`src/rtl/cla_pkg.sv`:
```
// rtl/cla_pkg.sv - shared defaults, chunk width and FSM state encoding for the chunked subtractor
package cla_pkg;

   localparam int CLA_WIDTH   = 51;
   localparam int CLA_NCHUNK  = 3;
   localparam int CLA_CHUNK_W = CLA_WIDTH / CLA_NCHUNK;

   typedef enum logic [1:0] {
      ST_IDLE = 2'd0,
      ST_SUB  = 2'd1,
      ST_NEG  = 2'd2,
      ST_DONE = 2'd3
   } state_t;

endpackage

```
`src/rtl/sub_chunk.sv`:
```
// rtl/sub_chunk.sv - combinational chunk subtract with borrow in/out
module sub_chunk #(
   parameter int CW = 17
) (
   input  logic [CW-1:0] a_i,
   input  logic [CW-1:0] b_i,
   input  logic          bin_i,
   output logic [CW-1:0] diff_o,
   output logic          bout_o
);

   logic [CW:0] full;

   // The extra top bit wraps to 1 exactly when the chunk borrows.
   assign full   = {1'b0, a_i} - {1'b0, b_i} - {{CW{1'b0}}, bin_i};
   assign diff_o = full[CW-1:0];
   assign bout_o = full[CW];

endmodule

```
`src/rtl/cla_sub_seq_51bit.sv`:
```
// rtl/cla_sub_seq_51bit.sv - sequential chunked subtractor; CLA_SUB_MAG_OUT_EN selects magnitude output
module cla_sub_seq_51bit
   import cla_pkg::*;
#(
   parameter int WIDTH  = CLA_WIDTH,
   parameter int NCHUNK = CLA_NCHUNK
) (
   input  logic             clk,
   input  logic             rst,
   input  logic             in_valid,
   output logic             in_ready,
   input  logic [WIDTH-1:0] a,
   input  logic [WIDTH-1:0] b,
   output logic             out_valid,
   input  logic             out_ready,
   output logic [WIDTH-1:0] d,
   output logic             borrow
);

   localparam int CW    = WIDTH / NCHUNK;
   localparam int CNT_W = (NCHUNK > 1) ? $clog2(NCHUNK) : 1;

   state_t             state_q, state_d;
   logic [WIDTH-1:0]   a_q, a_d, b_q, b_d, d_q, d_d;
   logic               res_borrow_q, res_borrow_d;
   logic               brw_q, brw_d;
   logic [CNT_W-1:0]   cnt_q, cnt_d;
   logic               last_chunk;
   logic [CW-1:0]      sc_a, sc_b, sc_diff;
   logic               sc_bin, sc_bout;
`ifdef CLA_SUB_MAG_OUT_EN
   logic               carry_q, carry_d;
`endif

   assign last_chunk = (cnt_q == CNT_W'(NCHUNK - 1));

   // Operands shift right one chunk per cycle so the datapath always reads the low chunk.
   always_comb begin
      sc_a   = a_q[CW-1:0];
      sc_b   = b_q[CW-1:0];
      sc_bin = brw_q;
`ifdef CLA_SUB_MAG_OUT_EN
      // ~x + c is computed as 0 - x - ~c, so carry-out is the inverted borrow-out.
      if (state_q == ST_NEG) begin
         sc_a   = '0;
         sc_b   = d_q[CW-1:0];
         sc_bin = ~carry_q;
      end
`endif
   end

   sub_chunk #(.CW(CW)) u_sub_chunk (
      .a_i    (sc_a),
      .b_i    (sc_b),
      .bin_i  (sc_bin),
      .diff_o (sc_diff),
      .bout_o (sc_bout)
   );

   always_comb begin
      state_d      = state_q;
      a_d          = a_q;
      b_d          = b_q;
      d_d          = d_q;
      res_borrow_d = res_borrow_q;
      brw_d        = brw_q;
      cnt_d        = cnt_q;
`ifdef CLA_SUB_MAG_OUT_EN
      carry_d      = carry_q;
`endif
      case (state_q)
         ST_IDLE: begin
            if (in_valid) begin
               a_d          = a;
               b_d          = b;
               brw_d        = 1'b0;
               cnt_d        = '0;
               res_borrow_d = 1'b0;
               state_d      = ST_SUB;
            end
         end
         ST_SUB: begin
            d_d   = {sc_diff, d_q[WIDTH-1:CW]};
            a_d   = a_q >> CW;
            b_d   = b_q >> CW;
            brw_d = sc_bout;
            cnt_d = last_chunk ? '0 : cnt_q + CNT_W'(1);
            if (last_chunk) begin
               res_borrow_d = sc_bout;
               state_d      = ST_DONE;
`ifdef CLA_SUB_MAG_OUT_EN
               if (sc_bout) begin
                  carry_d = 1'b1;
                  state_d = ST_NEG;
               end
`endif
            end
         end
`ifdef CLA_SUB_MAG_OUT_EN
         ST_NEG: begin
            d_d     = {sc_diff, d_q[WIDTH-1:CW]};
            carry_d = ~sc_bout;
            cnt_d   = last_chunk ? '0 : cnt_q + CNT_W'(1);
            if (last_chunk) state_d = ST_DONE;
         end
`endif
         ST_DONE: begin
            if (out_ready) state_d = ST_IDLE;
         end
         default: state_d = ST_IDLE;
      endcase
   end

   always_ff @(posedge clk or posedge rst) begin
      if (rst) begin
         state_q      <= ST_IDLE;
         a_q          <= '0;
         b_q          <= '0;
         d_q          <= '0;
         res_borrow_q <= 1'b0;
         brw_q        <= 1'b0;
         cnt_q        <= '0;
`ifdef CLA_SUB_MAG_OUT_EN
         carry_q      <= 1'b0;
`endif
      end else begin
         state_q      <= state_d;
         a_q          <= a_d;
         b_q          <= b_d;
         d_q          <= d_d;
         res_borrow_q <= res_borrow_d;
         brw_q        <= brw_d;
         cnt_q        <= cnt_d;
`ifdef CLA_SUB_MAG_OUT_EN
         carry_q      <= carry_d;
`endif
      end
   end

   // Partial chunks never leave the block: d/borrow only show in DONE.
   assign in_ready  = (state_q == ST_IDLE);
   assign out_valid = (state_q == ST_DONE);
   assign d         = out_valid ? d_q : '0;
   assign borrow    = out_valid & res_borrow_q;

endmodule

```
`config.mk`:
```
export PLATFORM = sky130hd
export DESIGN_NAME = cla_sub_seq_51bit
export DESIGN_NICKNAME = d
export VERILOG_FILES = /design/src/rtl/cla_pkg.sv /design/src/rtl/sub_chunk.sv /design/src/rtl/cla_sub_seq_51bit.sv
export SDC_FILE = /design/constraint.sdc
export NUM_CORES = 1
export LEC_CHECK = 0
export CAP_MARGIN = 20
export CORE_MARGIN = 2
export CORE_UTILIZATION = 47
export DETAILED_ROUTE_END_ITERATION = 16
export GPL_ROUTABILITY_DRIVEN = 0
export GPL_TIMING_DRIVEN = 1
export PLACE_DENSITY = 0.74
export SYNTH_ARGS = -nofsm -noshare
export SYNTH_HDL_FRONTEND = slang
export SYNTH_SLANG_ARGS = --single-unit
```
`constraint.sdc`:
```
create_clock -name clk -period 9 [get_ports clk]
set_clock_uncertainty 0.2 [all_clocks]
set_input_delay 1.8 -clock clk [delete_from_list [all_inputs] [get_ports clk]]
set_output_delay 1.8 -clock clk [all_outputs]
set_load 0.005 [all_outputs]
```
==> flow_summary.json <==
{
  "r2r_cells": 5,
  "post-place-ws_ns": 4.25,
  "die_x_um": 135,
  "grt_max_degree": 92,
  "wirelength_um": 18500,
  "worstSetupStartpointType": "input pin",
  "path_clk_slew_ns": 0.06,
  "cts_resized": 0,
  "gr-total-overflow": 0,
  "period_share_pct": 47.6,
  "cts_buffers": 17,
  "slew_headroom_pct": 38.0,
  "drtIter0Drc": 387,
  "peakVddDrop_mv": 0.216,
  "period_needed_ns": 4.28,
  "viasPerCell": 5.22,
  "portBuffers": 159,
  "synth_edf_count": 0,
  "syn_nets": 987,
  "worst-path-stages": 5,
  "outcome": "finished clean",
  "synth-main-ff-cell": "dfrtp_1",
  "cts.path.max_buffers": 2,
  "nets": 1115,
  "antenna_found_initial": 0,
  "syn_area_mm2": 0.00809,
  "worstMarginPinSlew_ns": 0.930,
  "die_y_um": 135,
  "netlist_instances": 847,
  "p_total_mw": 4.11,
  "path_delay_family": "buffers and inverters",
  "max_cap_viol_count": 0,
  "avgSynthCellArea_um2": 9.55,
  "yosys-top-cells-count": "201 x nand2_1, 159 x dfrtp_1, 87 x o21ai_0, 69 x mux2i_1",
  "drt-pass1-iter-count": 5,
  "synth_seq_cells": 159,
  "grt_pass1_vias": 6146,
  "grt_util_all_layers_pct": 21.2,
  "cpMostUsedCell": "buf_4",
  "drc_errors": 0,
  "grt_pass1_wl_um": 30600,
  "start_util_pct": 48.4,
  "post_cts_buffers": 0,
  "syn2layout_area_growth_pct": 28.4,
  "yosys-top-cells-area": "dfrtp_1 49%, nand2_1 9.3%, mux2i_1 8.5%",
  "end_kind": "flop",
  "clock.fmax_mhz": 234,
  "drt.antenna.violating_nets": 0,
  "hpwl_um": 13300,
  "hold-path-cell-count": 2,
  "holdBufCountCts": 0,
  "synth_cell_types": 48,
  "slew_violations": 0,
  "min_to": "d_q[3]",
  "yosys_warnings": 0,
  "io_pins": 160,
  "wl_per_cell_um": 15.3,
  "hp-start": "d_q[3]",
  "cts_max_level": 4,
  "worst-path-buf-inv": 3,
  "path_cells": "clkdlybuf4s50_1 -> o21bai_4 -> buf_4 -> buf_4 -> o21ai_0",
  "die_area_mm2": 0.0183,
  "rrSetupSlack_ns": 5.59,
  "setup_viol": 0,
  "fin_tns_setup_ns": 0,
  "rsz0062_at_grt": "no",
  "wl_met2_um": 8340,
  "num_antenna_cells": 0,
  "wl_met3_um": 1310,
  "core-area_mm2": 0.0167,
  "yosysTopAreaCellShare_pct": 49.2,
  "critPathMaxStageDelay_ns": 0.67,
  "drive_above_1_share_pct": 5.06,
  "setup_ws_ns": 4.72,
  "slowest_stage": "o21bai_4",
  "crit_type": "input pin to flop",
  "clk-insertion-delay-late_ns": 0.43,
  "cts_tree": "built",
  "cts.sinks": 159,
  "num_rows": 47,
  "ctsRootBufferMaster": "clkbuf_16",
  "synth_top_area_cell": "dfrtp_1",
  "async_flop_share_pct": 100,
  "yosysMostFrequentCell": "nand2_1",
  "p_leak_nw": 5.04,
  "wl_met1_um": 8460,
  "path_max_fanout": 79,
  "arrival_ns": 4.36,
  "power_density_mw_per_mm2": 395,
  "vias": 6310,
  "final_hold_viol_count": 0,
  "worstReg2RegEnd": "a_q[3]",
  "top_layer": "met4",
  "r2r_start": "state_q[0]",
  "ys_seq_area_share_pct": 49.2,
  "cp.required_ns": 9.07,
  "hp-class": "flop to flop"
}
[power breakdown]
part	total, mW	switching [mW]	internal [mW]
clock	0.732	0.292	0.440
sequential	1.21	0.190	1.02
combinational	2.17	1.26	0.909
[flip-flops by register name, summed over array words and instances, names as in the netlist]
| signal | flops |
|---|---|
| b_q | 51 |
| cnt_q | 2 |
| brw_q | 1 |
| d_q | 51 |
| a_q | 51 |
| state_q | 2 |
| res_borrow_q | 1 |
[per-stage QoR]
step                instance area (um2)  util [%]  cells  hold WS, ns
floorplan                          8090         -    847        0.239
finish                            10400      62.2   1208        0.269
global placement                   9760      58.4   1175        0.250
global route                      10400      62.2   1208        0.292
detailed placement                 9760      58.4   1175        0.255
CTS                               10400      62.1   1207        0.271
[layout make-up]
| class | instances | area [um2] |
|---|---|---|
| Clock buffer | 21 | 480 |
| Clock inverter | 11 | 129 |
| Fill cell | 1424 | 6310 |
| Inverter | 54 | 208 |
| Multi-Input combinational cell | 576 | 3650 |
| Sequential cell | 159 | 3980 |
| Tap cell | 220 | 275 |
| Timing Repair Buffer | 167 | 1670 |
[tightest hold or removal path: stages, from the launching register on]
cell     delay, ns
dfrtp_1       0.34
nand2_1       0.05
nand2_1       0.05
[logic make-up after synthesis]
logic type               after synthesis  synth area share, %
adder cells (fa/ha/maj)               34                 5.44
buffers and inverters                112                 6.05
flip-flops                           159                 49.2
AO/OA/AOI/OAI                        170                 13.6
XOR/XNOR                               8                0.866
multiplexers                          69                 8.54
AND/OR/NAND/NOR                      295                 16.3
[how the worst max path moves through the flow]
stage                   from  endpoint  slack (ns)
floorplan                rst    a_q[0]        2.71
global placement    in_valid   a_q[12]        4.34
detailed placement  in_valid    a_q[9]        4.25
CTS                 in_valid   a_q[12]        4.71
global route        in_valid    a_q[9]        4.46
finish              in_valid   a_q[29]        4.72
[layer usage]
metal	up-vias	GRT usage [%]
li1	3170	-
met1	2921	28.7
met2	196	32.9
met3	23	5.91
met4	0	7.18
met5	-	0
[placed cells by master, fill, tap and decap left out, types with 17 or more instances in the layout]
| cell type | n |
|---|---|
| o21ai_0 | 87 |
| and3_1 | 54 |
| nand2_1 | 201 |
| clkbuf_16 | 17 |
| mux2i_1 | 69 |
| ha_1 | 32 |
| inv_1 | 53 |
| dfrtp_1 | 159 |
| a22o_1 | 34 |
| clkdlybuf4s50_1 | 159 |
No activity file was read; power rests on OpenSTA's default activity.
==> RTL change: new RTL, config.mk and constraints unchanged <==
The option `CLA_SUB_MAG_OUT_EN` is turned on by a define.
--- a/src/rtl/cla_sub_seq_51bit.sv
+++ b/src/rtl/cla_sub_seq_51bit.sv
@@ -1,2 +1,4 @@
 // rtl/cla_sub_seq_51bit.sv - sequential chunked subtractor; CLA_SUB_MAG_OUT_EN selects magnitude output
+`define CLA_SUB_MAG_OUT_EN
+
 module cla_sub_seq_51bit
Behaviour: not the same (Yosys sat finds a counterexample within 10 cycles, from zero or initial values and one cycle with rst high).
==> RTL change against the original RTL <==
Combinational power grew 41%. Area after synthesis grew 3.1%. Global-route usage shrank 0.22 points. Routed wire length shrank 0.73%. Sequential share of layout area shrank 1.3 points. Critical path depth is the same. Sequential cell count grew 1. Worst setup slack lost 0.085 ns. Non-clock buffer count is the same. Design area grew 4.0%. Total power grew 27%. Critical endpoint is now d[42]. Largest cell class is now multi-input combinational cells. Largest power group unchanged.
==> RTL change: results (changes against the original RTL) <==
The run finished with clean final reports. The estimated wirelength of the detail-placed design came out at 13.3 mm (-0.23%). Number of rows in the core area: 48 (+2.1%).

Number of logic inverters in the finished layout: 44 (-19%). The share of final layout cell area taken by non-clock buffers is 15.5% (-0.63 points). The path with the worst hold slack has its endpoint at b_q[5]. The tools report the via count of the first global-routing pass as 5967 (-2.9%). The run gives 2.37 ns (-1.99 ns) as the data arrival time of the critical path.

The first-pass iteration count of the detailed router is 4 (-1). After synthesis, the most frequently instantiated cells are dfrtp_1 (160), nand2_1 (105), o21ai_0 (77). The fraction of met3 tracks used by global routing came out at 4.89% (-1.0 points). The slew at the pin closest to its max-slew limit was 0.996 ns (+0.0664 ns). The adder-cell area share of the yosys netlist came out at 5.58% (+0.14 points). The largest net degree at the start of global routing was 137 (+49%); the flip-flop and latch count was 160 (+0.63%).

The tools report the detailed route wirelength on metal2 as 8.17 mm (-2.1%). The endpoint identified for the worst register-to-register timing path is brw_q. Net count of the mapped netlist: 935 (-5.3%). The first-pass GRT wire length was 30.3 mm (-0.81%); the multi-input gate share of total cell area was 37.3% (+2.2 points). The met1 wire length is 9.01 mm (+6.5%), and the internal reg-to-reg setup slack is 4.89 ns (-0.70 ns). The tools report the worst hold slack as 0.278 ns (+0.00901 ns).

The run gives 20.9% (-0.22 points) as the global routing usage summed across all routing layers. For the area after detailed placement, the log shows 0.0101 mm² (+3.8%). For the met1 routing resource usage after global routing, the log shows 30.6% (+1.8 points).

The post-detailed-route wirelength per cell was 15.6 µm (+2.4%). The highest fanout seen on the critical path is 53 (-33%), and the area fraction in compound gates after synthesis is 13.5% (-0.14 points). In the post-synthesis netlist, the biggest area contributors are dfrtp_1 (48%), mux2i_1 (8.5%), mux2_2 (8.1%), ha_1 (5.1%), nand2_1 (4.7%). The area of the multi-input gates is 0.00403 mm² (+10%), and the share of post-route cells with drive strength above 1 is 11.9% (+6.9 points). Total met3 wirelength after detailed routing: 908 µm (-31%). The leakage power summed over all cells is 4.78 nW (-5.2%), and the number of cells on the worst reg-to-reg path is 14 (+9).

The tools report the net count of the finished layout as 1075 (-3.6%). The capture point of the critical path is d[42]. Sequential cell area fraction in the yosys report: 48.0% (-1.2 points). The tools report the beginning of the critical path as state_q[0]. The detailed-route via count is 6073 (-3.8%), and the relative area of clock buffers and inverters in the final design is 6.06% (+0.20 points).
## RTL change: kinds of logic after synthesis
group                    after synthesis
AND/OR/NAND/NOR                      200
AO/OA/AOI/OAI                        168
flip-flops                           160
multiplexers                         131
buffers and inverters                 90
adder cells (fa/ha/maj)               36
XOR/XNOR                               8
## RTL change: power breakdown
part / internal, W / switching (W) / leakage (nW)
sequential: 0.00111 / 0.000235 / 2.00
combinational: 0.00146 / 0.00160 / 2.46
clock: 0.000497 / 0.000304 / 0.322
total: 0.00306 / 0.00214 / 4.78
## RTL change: per-stage QoR
step                      cells  setup slack [ns]
after CTS                  1170              4.61
after global placement     1138              4.57
after floorplan             793              2.68
after detailed placement   1138              4.48
after global routing       1171              4.49
final                      1171              4.63
## RTL change: critical path, cell delays in order (launching register included)
cell	delay [ns]
dfrtp_1	0.48
ha_1	0.19
buf_4	0.35
inv_1	0.18
nor2_1	0.20
clkdlybuf4s50_1	0.53
